<file path="config.mk">
export PLATFORM = sky130hd
export DESIGN_NAME = nd_2to1_rr
export DESIGN_NICKNAME = d
export VERILOG_FILES = /design/src/rtl/nd_2to1_rr.sv
export SDC_FILE = /design/constraint.sdc
export NUM_CORES = 1
export LEC_CHECK = 0
export ABC_AREA = 1
export BUFFER_PORTS_ARGS = -buffer_cell sky130_fd_sc_hd__buf_2
export CAP_MARGIN = 20
export CORE_MARGIN = 1.5
export CORE_UTILIZATION = 39
export CTS_CLUSTER_DIAMETER = 80
export CTS_CLUSTER_SIZE = 24
export DETAILED_ROUTE_END_ITERATION = 8
export PLACE_DENSITY_LB_ADDON = 0.25
export SLEW_MARGIN = 20
export SYNTH_ARGS = -nofsm -noshare
export SYNTH_HDL_FRONTEND = slang
export SYNTH_SLANG_ARGS = --single-unit
</file>
<file path="constraint.sdc">
create_clock -name i_clk -period 1.09 [get_ports i_clk]
set_input_delay 0.0545 -clock i_clk [delete_from_list [all_inputs] [get_ports i_clk]]
set_output_delay 0.0545 -clock i_clk [all_outputs]
set_load 0.05 [all_outputs]
</file>
<file path="src/rtl/nd_2to1_rr.sv">
// Two-input round-robin merge node with four-phase req/ack channels and a one-deep buffer per input.
// Latency: input acked one edge after req; message on o0_* one edge after capture.
// Backpressure: a full buffer withholds its input ack; o0_* hold steady until the sink acks.
`ifndef NS_ADDRESS_SIZE
`define NS_ADDRESS_SIZE 4
`endif
`ifndef NS_DATA_SIZE
`define NS_DATA_SIZE 16
`endif
`ifndef NS_REDUN_SIZE
`define NS_REDUN_SIZE 4
`endif

module nd_2to1_rr #(
    parameter int ASZ = `NS_ADDRESS_SIZE,
    parameter int DSZ = `NS_DATA_SIZE,
    parameter int RSZ = `NS_REDUN_SIZE
) (
    input  logic           i_clk,
    input  logic           reset,
    input  logic [ASZ-1:0] i0_src,
    input  logic [ASZ-1:0] i0_dst,
    input  logic [DSZ-1:0] i0_dat,
    input  logic [RSZ-1:0] i0_red,
    input  logic           i0_req,
    output logic           i0_ack,
    input  logic [ASZ-1:0] i1_src,
    input  logic [ASZ-1:0] i1_dst,
    input  logic [DSZ-1:0] i1_dat,
    input  logic [RSZ-1:0] i1_red,
    input  logic           i1_req,
    output logic           i1_ack,
    output logic [ASZ-1:0] o0_src,
    output logic [ASZ-1:0] o0_dst,
    output logic [DSZ-1:0] o0_dat,
    output logic [RSZ-1:0] o0_red,
    output logic           o0_req,
    input  logic           o0_ack,
    output logic           i0_err,
    output logic           i1_err
);

    localparam int MW  = 2 * ASZ + DSZ;
    localparam int NCH = (MW + RSZ - 1) / RSZ;

    typedef enum logic { IN_IDLE, IN_ACK } in_state_e;
    typedef enum logic [1:0] { OUT_IDLE, OUT_REQ, OUT_REL } out_state_e;

    // Redundancy is the XOR fold of {src, dst, dat} into RSZ-bit chunks (top chunk zero-padded).
    function automatic logic [RSZ-1:0] calc_redun(input logic [ASZ-1:0] s,
                                                  input logic [ASZ-1:0] d,
                                                  input logic [DSZ-1:0] x);
        logic [NCH*RSZ-1:0] v;
        logic [RSZ-1:0]     r;
        v         = '0;
        v[MW-1:0] = {s, d, x};
        r         = '0;
        for (int c = 0; c < NCH; c++) begin
            r = r ^ v[c*RSZ +: RSZ];
        end
        return r;
    endfunction

    logic [ASZ-1:0] in_src [2];
    logic [ASZ-1:0] in_dst [2];
    logic [DSZ-1:0] in_dat [2];
    logic [RSZ-1:0] in_red [2];
    logic [1:0]     in_req;

    assign in_src[0] = i0_src;
    assign in_src[1] = i1_src;
    assign in_dst[0] = i0_dst;
    assign in_dst[1] = i1_dst;
    assign in_dat[0] = i0_dat;
    assign in_dat[1] = i1_dat;
    assign in_red[0] = i0_red;
    assign in_red[1] = i1_red;
    assign in_req    = {i1_req, i0_req};

    in_state_e      in_state_q [2];
    in_state_e      in_state_d [2];
    logic [ASZ-1:0] buf_src_q [2];
    logic [ASZ-1:0] buf_src_d [2];
    logic [ASZ-1:0] buf_dst_q [2];
    logic [ASZ-1:0] buf_dst_d [2];
    logic [DSZ-1:0] buf_dat_q [2];
    logic [DSZ-1:0] buf_dat_d [2];
    logic [RSZ-1:0] buf_red_q [2];
    logic [RSZ-1:0] buf_red_d [2];
    logic [1:0]     ack_q, ack_d;
    logic [1:0]     err_q, err_d;
    logic [1:0]     full_q, full_d;
    logic [1:0]     cap, clr;

    out_state_e     out_state_q, out_state_d;
    logic [ASZ-1:0] o_src_q, o_src_d;
    logic [ASZ-1:0] o_dst_q, o_dst_d;
    logic [DSZ-1:0] o_dat_q, o_dat_d;
    logic [RSZ-1:0] o_red_q, o_red_d;
    logic           o_req_q, o_req_d;
    logic           last_q, last_d;
    logic           g;

    always_comb begin
        cap   = '0;
        ack_d = ack_q;
        err_d = err_q;
        for (int n = 0; n < 2; n++) begin
            in_state_d[n] = in_state_q[n];
            buf_src_d[n]  = buf_src_q[n];
            buf_dst_d[n]  = buf_dst_q[n];
            buf_dat_d[n]  = buf_dat_q[n];
            buf_red_d[n]  = buf_red_q[n];
            case (in_state_q[n])
                IN_IDLE: begin
                    if (in_req[n] && !full_q[n]) begin
                        cap[n]        = 1'b1;
                        buf_src_d[n]  = in_src[n];
                        buf_dst_d[n]  = in_dst[n];
                        buf_dat_d[n]  = in_dat[n];
                        buf_red_d[n]  = in_red[n];
                        ack_d[n]      = 1'b1;
                        in_state_d[n] = IN_ACK;
                        if (in_red[n] != calc_redun(in_src[n], in_dst[n], in_dat[n])) begin
                            err_d[n] = 1'b1;
                        end
                    end
                end
                IN_ACK: begin
                    if (!in_req[n]) begin
                        ack_d[n]      = 1'b0;
                        in_state_d[n] = IN_IDLE;
                    end
                end
                default: in_state_d[n] = IN_IDLE;
            endcase
        end
    end

    always_comb begin
        out_state_d = out_state_q;
        o_src_d     = o_src_q;
        o_dst_d     = o_dst_q;
        o_dat_d     = o_dat_q;
        o_red_d     = o_red_q;
        o_req_d     = o_req_q;
        last_d      = last_q;
        clr         = '0;
        g           = 1'b0;
        case (out_state_q)
            OUT_IDLE: begin
                if (|full_q) begin
                    g           = (&full_q) ? ~last_q : full_q[1];
                    o_src_d     = buf_src_q[g];
                    o_dst_d     = buf_dst_q[g];
                    o_dat_d     = buf_dat_q[g];
                    o_red_d     = buf_red_q[g];
                    o_req_d     = 1'b1;
                    last_d      = g;
                    out_state_d = OUT_REQ;
                end
            end
            OUT_REQ: begin
                // last_q still names the buffer being forwarded here.
                if (o0_ack) begin
                    o_req_d     = 1'b0;
                    clr[last_q] = 1'b1;
                    out_state_d = OUT_REL;
                end
            end
            OUT_REL: begin
                if (!o0_ack) begin
                    out_state_d = OUT_IDLE;
                end
            end
            default: out_state_d = OUT_IDLE;
        endcase
    end

    // Set only while clear, cleared only while set: the two writers never collide.
    assign full_d = (full_q & ~clr) | cap;

    always_ff @(posedge i_clk or negedge reset) begin
        if (!reset) begin
            for (int n = 0; n < 2; n++) begin
                in_state_q[n] <= IN_IDLE;
                buf_src_q[n]  <= '0;
                buf_dst_q[n]  <= '0;
                buf_dat_q[n]  <= '0;
                buf_red_q[n]  <= '0;
            end
            ack_q       <= '0;
            err_q       <= '0;
            full_q      <= '0;
            out_state_q <= OUT_IDLE;
            o_src_q     <= '0;
            o_dst_q     <= '0;
            o_dat_q     <= '0;
            o_red_q     <= '0;
            o_req_q     <= 1'b0;
            last_q      <= 1'b1;
        end else begin
            for (int n = 0; n < 2; n++) begin
                in_state_q[n] <= in_state_d[n];
                buf_src_q[n]  <= buf_src_d[n];
                buf_dst_q[n]  <= buf_dst_d[n];
                buf_dat_q[n]  <= buf_dat_d[n];
                buf_red_q[n]  <= buf_red_d[n];
            end
            ack_q       <= ack_d;
            err_q       <= err_d;
            full_q      <= full_d;
            out_state_q <= out_state_d;
            o_src_q     <= o_src_d;
            o_dst_q     <= o_dst_d;
            o_dat_q     <= o_dat_d;
            o_red_q     <= o_red_d;
            o_req_q     <= o_req_d;
            last_q      <= last_d;
        end
    end

    assign i0_ack = ack_q[0];
    assign i1_ack = ack_q[1];
    assign i0_err = err_q[0];
    assign i1_err = err_q[1];
    assign o0_src = o_src_q;
    assign o0_dst = o_dst_q;
    assign o0_dat = o_dat_q;
    assign o0_red = o_red_q;
    assign o0_req = o_req_q;

endmodule
</file>
After elaboration in Yosys (flattened, before gate mapping)

Cells that the tools add are included.
Widths: inputs -> output; s select.

Logic and storage cells: 109
Input bits: 61
Bits in registers: 96
Output and inout bits: 33

Equal/unequal tests: 11
Bitwise operators: 17
Reduce and logical (&&, ||, !) cells: 18
Order comparisons: 3
Mux-type cells: 38

Operators with widths:

| kind               | count |
|---|---|
| $mux 16            | 3 |
| $xor 4x4->4        | 10 |
| $mux 4             | 9 |
| $mux 1             | 14 |
| $ne 2x2->1 const B | 7 |
| $reduce_and 2->1   | 6 |
| $reduce_and 3->1   | 4 |
| $mux 2             | 5 |
| $pmux 1 s2         | 5 |
| $ne 4x4->1         | 2 |
| $pmux 2 s3         | 1 |
| $logic_and 1x1->1  | 3 |
| $not 1->1          | 3 |
| $and 2x2->2        | 1 |
| $eq 2x1->1 const B | 1 |
| $eq 2x2->1 const B | 1 |
| $ge 2x2->1 const B | 1 |
| $logic_not 1->1    | 2 |
| $logic_not 2->1    | 1 |
| $lt 1x2->1 const B | 1 |
| $not 1->2          | 1 |
| $not 2->2          | 1 |
| $or 2x2->2         | 1 |
| $reduce_bool 2->1  | 1 |
| other kinds (3)    | 3 |

Depth between registers and ports, before layout

Gate-level depths: netlist of the first run.

Word-level depth: 9
Depth in mapped cells: 11
Mapped depth without buffers: 11

Worst setup path after synthesis of the first run

OpenSTA, ideal clock, no wires.

Path type: flip-flop to flip-flop
Start: register last_q
End: register o_dat_q[13], in the netlist o0_dat[13]
Slack: -0.096 ns
Cell stages (with the launch flop): 7
Data arrival time: 1.064 ns
Setup time: 0.122 ns
Data required time: 0.968 ns
Period minus slack after synthesis: 1.186 ns
Path buffers: 1
Cell sequence: dfstp_2 > nand2_1 > nand2_2 > inv_2 > buf_2 > o21ai_0 > o21ai_1

Longest elaborated chain between the ends: 6

Ends and longest elaborated chain:

| element                                    | line | source |
|---|---|---|
| start: declaration                         | 101  | `logic last_q, last_d;` |
| start signal: assignment                   | 219  | `last_q <= last_d;` |
| $not 1->1                                  | 153  | `g = (&full_q) ? ~last_q : full_q[1];` |
| $mux 1                                     | 153  |  |
| $not 1->2 (implied by the code)            | 156  | `o_dat_d = buf_dat_q[g];` |
| $mux 16 (implied by the code) (3 in a row) | 156  |  |
| end signal: assignment                     | 216  | `o_dat_q <= o_dat_d;` |
| end: declaration                           | 98   | `logic [DSZ-1:0] o_dat_q, o_dat_d;` |

Every way passes these cells. The select of a mux whose other input is x is not followed.
A chain may end at the register's enable or synchronous reset.

Worst setup path in the final report of the first run

Start: register full_q[0]
End: register buf_dat_q[31] (netlist name)

Longest elaborated chain between the ends: 3

Ends and longest elaborated chain:

| element                           | line | source |
|---|---|---|
| start: declaration                | 92   | `logic [1:0] full_q, full_d;` |
| start signal: assignment          | 212  | `full_q <= full_d;` |
| $logic_not 1->1                   | 116  | `if (in_req[n] && !full_q[n]) begin` |
| $logic_and 1x1->1                 | 116  |  |
| $reduce_and 2->1 (no source line) | -    |  |
| end signal: indexed assignment    | 207  | `buf_dat_q[n] <= buf_dat_d[n];` |
| end: declaration                  | 86   | `logic [DSZ-1:0] buf_dat_q [2];` |

Every way passes these cells.

==> results of run 1 <==
## per-stage QoR
step	cell area (sq um)	util [%]
2_1_floorplan	4690	-
3_5_place_dp	5470	47.5
3_3_place_gp	5470	47.5
4_1_cts	6390	55.5
5_1_grt	6700	58.2
6_report	6700	58.2
## layout make-up
cell class | instances | area [sq um]
Multi-Input combinational cell | 401 | 2180
Inverter | 65 | 262
Clock inverter | 6 | 133
Fill cell | 1008 | 4820
Tap cell | 143 | 179
Sequential cell | 96 | 2410
Timing Repair Buffer | 167 | 1320
Clock buffer | 9 | 225
## synth_stat cells, types with 3 or more instances
cell and count:
buf_2 13, clkbuf_1 3, dfrtp_1 95, inv_1 63
mux2_1 4, mux2_2 6, mux2_4 4, nand2_1 199
nand3_1 23, nor2_1 40, o21ai_0 77, o21ai_1 22
xnor2_1 6, xor2_1 6
## flip-flops by register name, indices dropped and copies added (netlist names), 2 cells and up
register	count
buf_dat_q	32
o0_dat	16
buf_dst_q	8
buf_red_q	8
buf_src_q	8
o0_dst	4
o0_red	4
o0_src	4
ack_q	2
err_q	2
full_q	2
in_state_q	2
out_state_q	2
## layer usage
metal	global-route usage (%)	share of wire, %
met1	25.9	43
met2	34.6	51
met3	3.62	4.5
met4	5.57	0.73
met5	0	0
## how the worst min path moves through the flow
stage                from             to  slack [ps]  cells after the start
2_1_floorplan       reset       ack_q[0]        -240                      0
3_3_place_gp        reset   buf_dst_q[2]         -40                      1
3_5_place_dp        reset  buf_dat_q[14]         -30                      1
5_1_grt         i1_dat[3]   buf_dat_q[3]           5                      3
6_report        i1_dat[3]   buf_dat_q[3]          -2                      3
4_1_cts        i0_dat[15]  buf_dat_q[31]           2                      2
## layout by cell type, fill, tap and decap left out, types with 4 or more instances in the layout
master and count:
buf_12 5, buf_2 89, buf_4 12, buf_6 14, bufinv_16 4, clkbuf_16 11, dfrtp_1 93, dlygate4sd3_1 38
inv_1 59, mux2_2 4, mux2_4 10, nand2_1 172, nand2_2 23, nand2_4 4, nand3_1 23, nor2_1 36
o21ai_0 5, o21ai_1 70, o21ai_2 24, xnor2_1 6, xor2_1 6
## power by group through the flow
| stage | clock network [mW] | registers (mW) | logic, mW |
|---|---|---|---|
| floorplan | 0 | 7.92 | 3.84 |
| global placement | 0 | 6.45 | 7.56 |
| detailed placement | 0 | 6.47 | 7.76 |
| CTS | 3.83 | 6.50 | 8.63 |
| global route | 3.98 | 6.86 | 10.4 |
| finish | 3.78 | 6.68 | 9.65 |
## cell families (layout without fill, tap and decap cells)
| logic type | Yosys count | in the layout |
|---|---|---|
| AOI/OAI and AO/OA | 106 | 106 |
| xor gates and xnor gates | 12 | 12 |
| buffers and inverters | 85 | 247 |
| DFF | 96 | 96 |
| muxes | 14 | 14 |
| and+or+nand+nor | 267 | 269 |
## worst max-delay path: cells and delay by family (launching register included)
kind                   cells  cell delay, ps
AND/OR/NAND/NOR            1             110
buffers and inverters      2             260
multiplexers               1             290
flip-flops                 1             460
## repair_timing
| item | CTS | global route |
|---|---|---|
| hold buffers | 38 | 0 |
| cloned | 3 | 4 |
| resized for setup | 72 | 88 |
| pin swaps | 3 | 5 |
| endpoints found under the setup margin | 83 | 94 |
| hold endpoints to repair | 133 | 0 |
| setup buffers | 2 | 3 |
==> results.cfg, run 1 <==
[floorplanning]
rows = 39
dieWidth_um = 112
die-area_sq_um = 12600
die_h_um = 112
io_pins = 94
core_sq_um = 11500
start_util_pct = 40.3

[critical_path]
critPathCapture = buf_dat_q[31]
cp_max_fo = 11
worstPathArrival_ps = 1470
worstPathRequired_ps = 1320
cp-start-kind = flop
r2r_cells = 4
cp-startpoint = full_q[0]
r2r-start = full_q[0]
crit_path_end_kind = flop
crit_type = reg2reg
max_stage_delay_ps = 460
cp_cell_sequence = inv_4 -> nand3_4 -> buf_12 -> mux2_4
worst_path_max_delay_cell = dfrtp_2
r2r_end = buf_dat_q[31]
r2r_slack_ps = -160

[final_layout]
fin_cells = 887
syn_to_final_growth_pct = 44.2
num_antenna_cells = 0
drive_gt1_share_pct = 30.8
final_nets = 801

[global_routing]
grt_pass1_wl_um = 19900
grt_overflow = 0
antenna_found_initial = 0
grt_max_degree = 39
grt_pass1_vias = 4249
track_usage_pct = 20.0

[power_and_ir_drop]
intPower_mw = 11.6
clkPwrFrac_pct = 18.8
p_sw_mw = 8.52
switching_share_pct = 42.4
power_frac_seq_pct = 33.2
power_frac_comb_pct = 48.0
p_leak_nw = 3.54
peakVddDrop_v = 0.00202
power_mw = 20.1
power_density_nw_per_um2 = 3000

[synth]
yosys-mux-area-fraction_pct = 3.72
synth_top_area_cell = dfrtp_1
synth-edff-count = 0
synthCells = 580
mappedNetlistArea_sq_um = 4640
avgSynthCellArea_sq_um = 8.01
synth_compound_area_share_pct = 11.7
synthAdderAreaFrac_pct = 0
async_flop_share_pct = 100
synth.top_cell.area_share_pct = 51.2
synth_top_family_by_area = simple AND/OR/NAND/NOR gates
synth_area_leaders = dfrtp_1 (51%), nand2_1 (16%), o21ai_0 (8.3%), inv_1 (5.1%), nor2_1 (3.2%)
yosysWarnings = 0
syn-num-nets = 641
synthXorXnorAreaFrac_pct = 2.26
synth-simple-area-share_pct = 22.8
ys_types = 27
yosysSeqAreaShare_pct = 51.8
synthFlopType = dfrtp_1
synth-seq-cells = 96

[placement]
dp_hpwl_um = 9050
preCtsSetupSlack_ps = -288
placed_cells = 823
place_congestion = 0.810
portBuffers = 93

[timing]
fin_crit_ps = 1250
relSlewSlack_pct = 79.0
rsz0062_at_grt = true
max_freq_ghz = 0.803
finalHoldViolations = 1
final_max_slew_viol_count = 0
finalSetupViolations = 85
tightest_slew_ps = 314
setup_slack_ps = -156
timing.final.crit_share_pct = 114
skew_ps = 7.20
hold_ws_ps = -2.44
fin_tns_setup_ps = -8150

[clock_network]
cts_buffers = 9
cts_root_buffer = clkbuf_16
cts_sinks = 96
worst_setup_hold_path_clk_slew_ps = 60
clk_latency_ps = 340
cts_tree = built
htree_levels = 3
cts_buffer_depth = 2

[drt]
first_iter_violations = 215
via_per_inst = 4.89
wl_um = 12700
routed-via-count = 4334
drcViolationCount = 9
drt_first_pass_iters = 7
routedWlPerCell_um = 14.3
drtAntennaViolNets = 0

[outcome]
violations = DRC, hold timing, setup timing
status = finished, violations left

[hold_path]
hold_class = in2reg

[flow_run]
cap_violations = 0
No activity file was read; power rests on OpenSTA's default activity.
==> run 2: changes to the inputs <==
==> constraint.sdc (replaced) <==
create_clock -name i_clk -period 1.5 [get_ports i_clk]
set_input_delay 0.075 -clock i_clk [delete_from_list [all_inputs] [get_ports i_clk]]
set_output_delay 0.075 -clock i_clk [all_outputs]
set_load 0.05 [all_outputs]
==> results.cfg, run 2 (synthesis results as in run 1) <==
[critical_path]
crit_type = reg2reg
cp_max_fo = 28
worstPathRequired_ps = 1730
worst_path_max_delay_cell = dfstp_2
worstPathArrival_ps = 1550
cp-start-kind = flop
max_stage_delay_ps = 540
cp_cell_sequence = nand2_1 -> nand2_2 -> inv_2 -> o21ai_0 -> o21ai_1
crit_path_end_kind = flop

[floorplanning]
die_h_um = 112
die-area_sq_um = 12600
rows = 39
start_util_pct = 40.3
core_sq_um = 11500
dieWidth_um = 112
io_pins = 94

[timing]
tightest_slew_ps = 375
fin_crit_ps = 1330
max_freq_ghz = 0.754
fin_tns_setup_ps = 0
relSlewSlack_pct = 75.0
finalSetupViolations = 0
final_max_slew_viol_count = 0
rsz0062_at_grt = false
skew_ps = 6.17
timing.final.crit_share_pct = 88.4
finalHoldViolations = 0

[drt]
via_per_inst = 4.83
wl_um = 11000
drcViolationCount = 4
drtAntennaViolNets = 0
routedWlPerCell_um = 13.3
routed-via-count = 4002
first_iter_violations = 226
drt_first_pass_iters = 8

[final_layout]
final_cell_mix = nand2_1 (199), dfrtp_1 (95), buf_2 (92), o21ai_0 (77), inv_1 (63)
syn_to_final_growth_pct = 20.9
num_antenna_cells = 0
final_nets = 741
top_register = buf_dat_q
largest_register_ffs = 32
final_common_cell = nand2_1
drive_gt1_share_pct = 20.4

[power_and_ir_drop]
clkPwrFrac_pct = 18.0
peakVddDrop_v = 0.00136
power_mw = 12.0
power_density_nw_per_um2 = 2130
power_frac_seq_pct = 38.7
power_frac_comb_pct = 43.3
intPower_mw = 6.65
p_sw_mw = 5.32
p_leak_nw = 3.08
switching_share_pct = 44.4

[clock_network]
clk_latency_ps = 340
worst_setup_hold_path_clk_slew_ps = 70
cts_setup_buffers = 0
cts_buffer_depth = 2
cts_buffers = 9
cts_sinks = 96
cts_root_buffer = clkbuf_16
cts_tree = built
htree_levels = 3

[global_routing]
antenna_found_initial = 0
grt_pass1_wl_um = 18200
grt_pass1_vias = 3894
grt_overflow = 0
grt_max_degree = 46
track_usage_pct = 18.3

[placement]
dp_hpwl_um = 8660
place_congestion = 0.841
portBuffers = 93

[outcome]
violations = DRC
status = finished, violations left

[hold_path]
hold_class = in2reg

[flow_run]
cap_violations = 0
[run 2: cell types whose count changed in the layout (fill, tap and decap cells not counted), moves of 6 or more]
cell	previous run	this run
buf_6	14	0
dlygate4sd3_1	38	2
mux2_4	10	4
nand2_1	172	199
nand2_2	23	1
o21ai_0	5	77
o21ai_1	70	22
o21ai_2	24	1
[run 2: worst max-delay path, delay by kind of cell, from the launching register on]
family | cells | cell delay, ps
flops | 1 | 540
compound gates | 2 | 340
simple gates | 2 | 170
buf+inv | 1 | 160
[run 2: what timing repair did]
action,CTS,global route
hold buffers,2,0
resized for setup,0,2
setup endpoints to repair,0,3
endpoints found under the hold margin,96,0
[run 2: final cells by class]
class / count / area, sq um
clock inverter: 5 / 31.3
clock buffer: 11 / 253
tap: 143 / 179
timing repair buffer: 109 / 618
multi-input combinational: 399 / 1880
sequential: 96 / 2400
inverter: 65 / 246
fill: 1101 / 5900
[run 2: path summary, 6_finish.rpt]
kind	start	to	slack, ps	cells after the start
setup / recovery	last_q	o0_red[3]	170	5
min in group asynchronous	reset	buf_dat_q[10]	150	2
max in group asynchronous	reset	o0_red[1]	730	3
hold / removal	i1_dat[13]	buf_dat_q[13]	10	2
hold reg to reg	err_q[0]	err_q[0]	460	2
setup reg to reg	last_q	o0_red[3]	170	5
[run 2: routing by layer]
layer / track usage (%) / wire length, um / up-vias / part of all wire (%)
met1: 22.1 / 4720 / 1884 / 43
li1: - / - / 2029 / -
met2: 33.0 / 5590 / 76 / 51
met4: 4.64 / 150 / 0 / 1.4
met3: 4.32 / 555 / 13 / 5.0
met5: 0 / 0 / - / 0
[run 2: power groups by stage]
stage | Sequential [mW] | Combinational (mW) | Clock, mW
2_1_floorplan | 5.74 | 2.58 | 0
3_3_place_gp | 4.64 | 5.08 | 0
3_5_place_dp | 4.66 | 5.20 | 0
4_1_cts | 4.63 | 5.22 | 2.20
5_1_grt | 4.76 | 5.78 | 2.29
6_report | 4.62 | 5.18 | 2.16
[run 2: per-stage QoR]
stage,std cells,worst slack [ps],hold WS [ps],util [%],cell area [sq um]
3_3_place_gp,810,207,-44.6,46.1,5310
4_1_cts,828,167,2.77,48.7,5610
5_1_grt,828,57.5,7.67,48.8,5610
3_5_place_dp,810,197,-37.9,46.1,5310
2_1_floorplan,580,314,-221,-,4640
6_report,828,173,11.1,48.8,5610
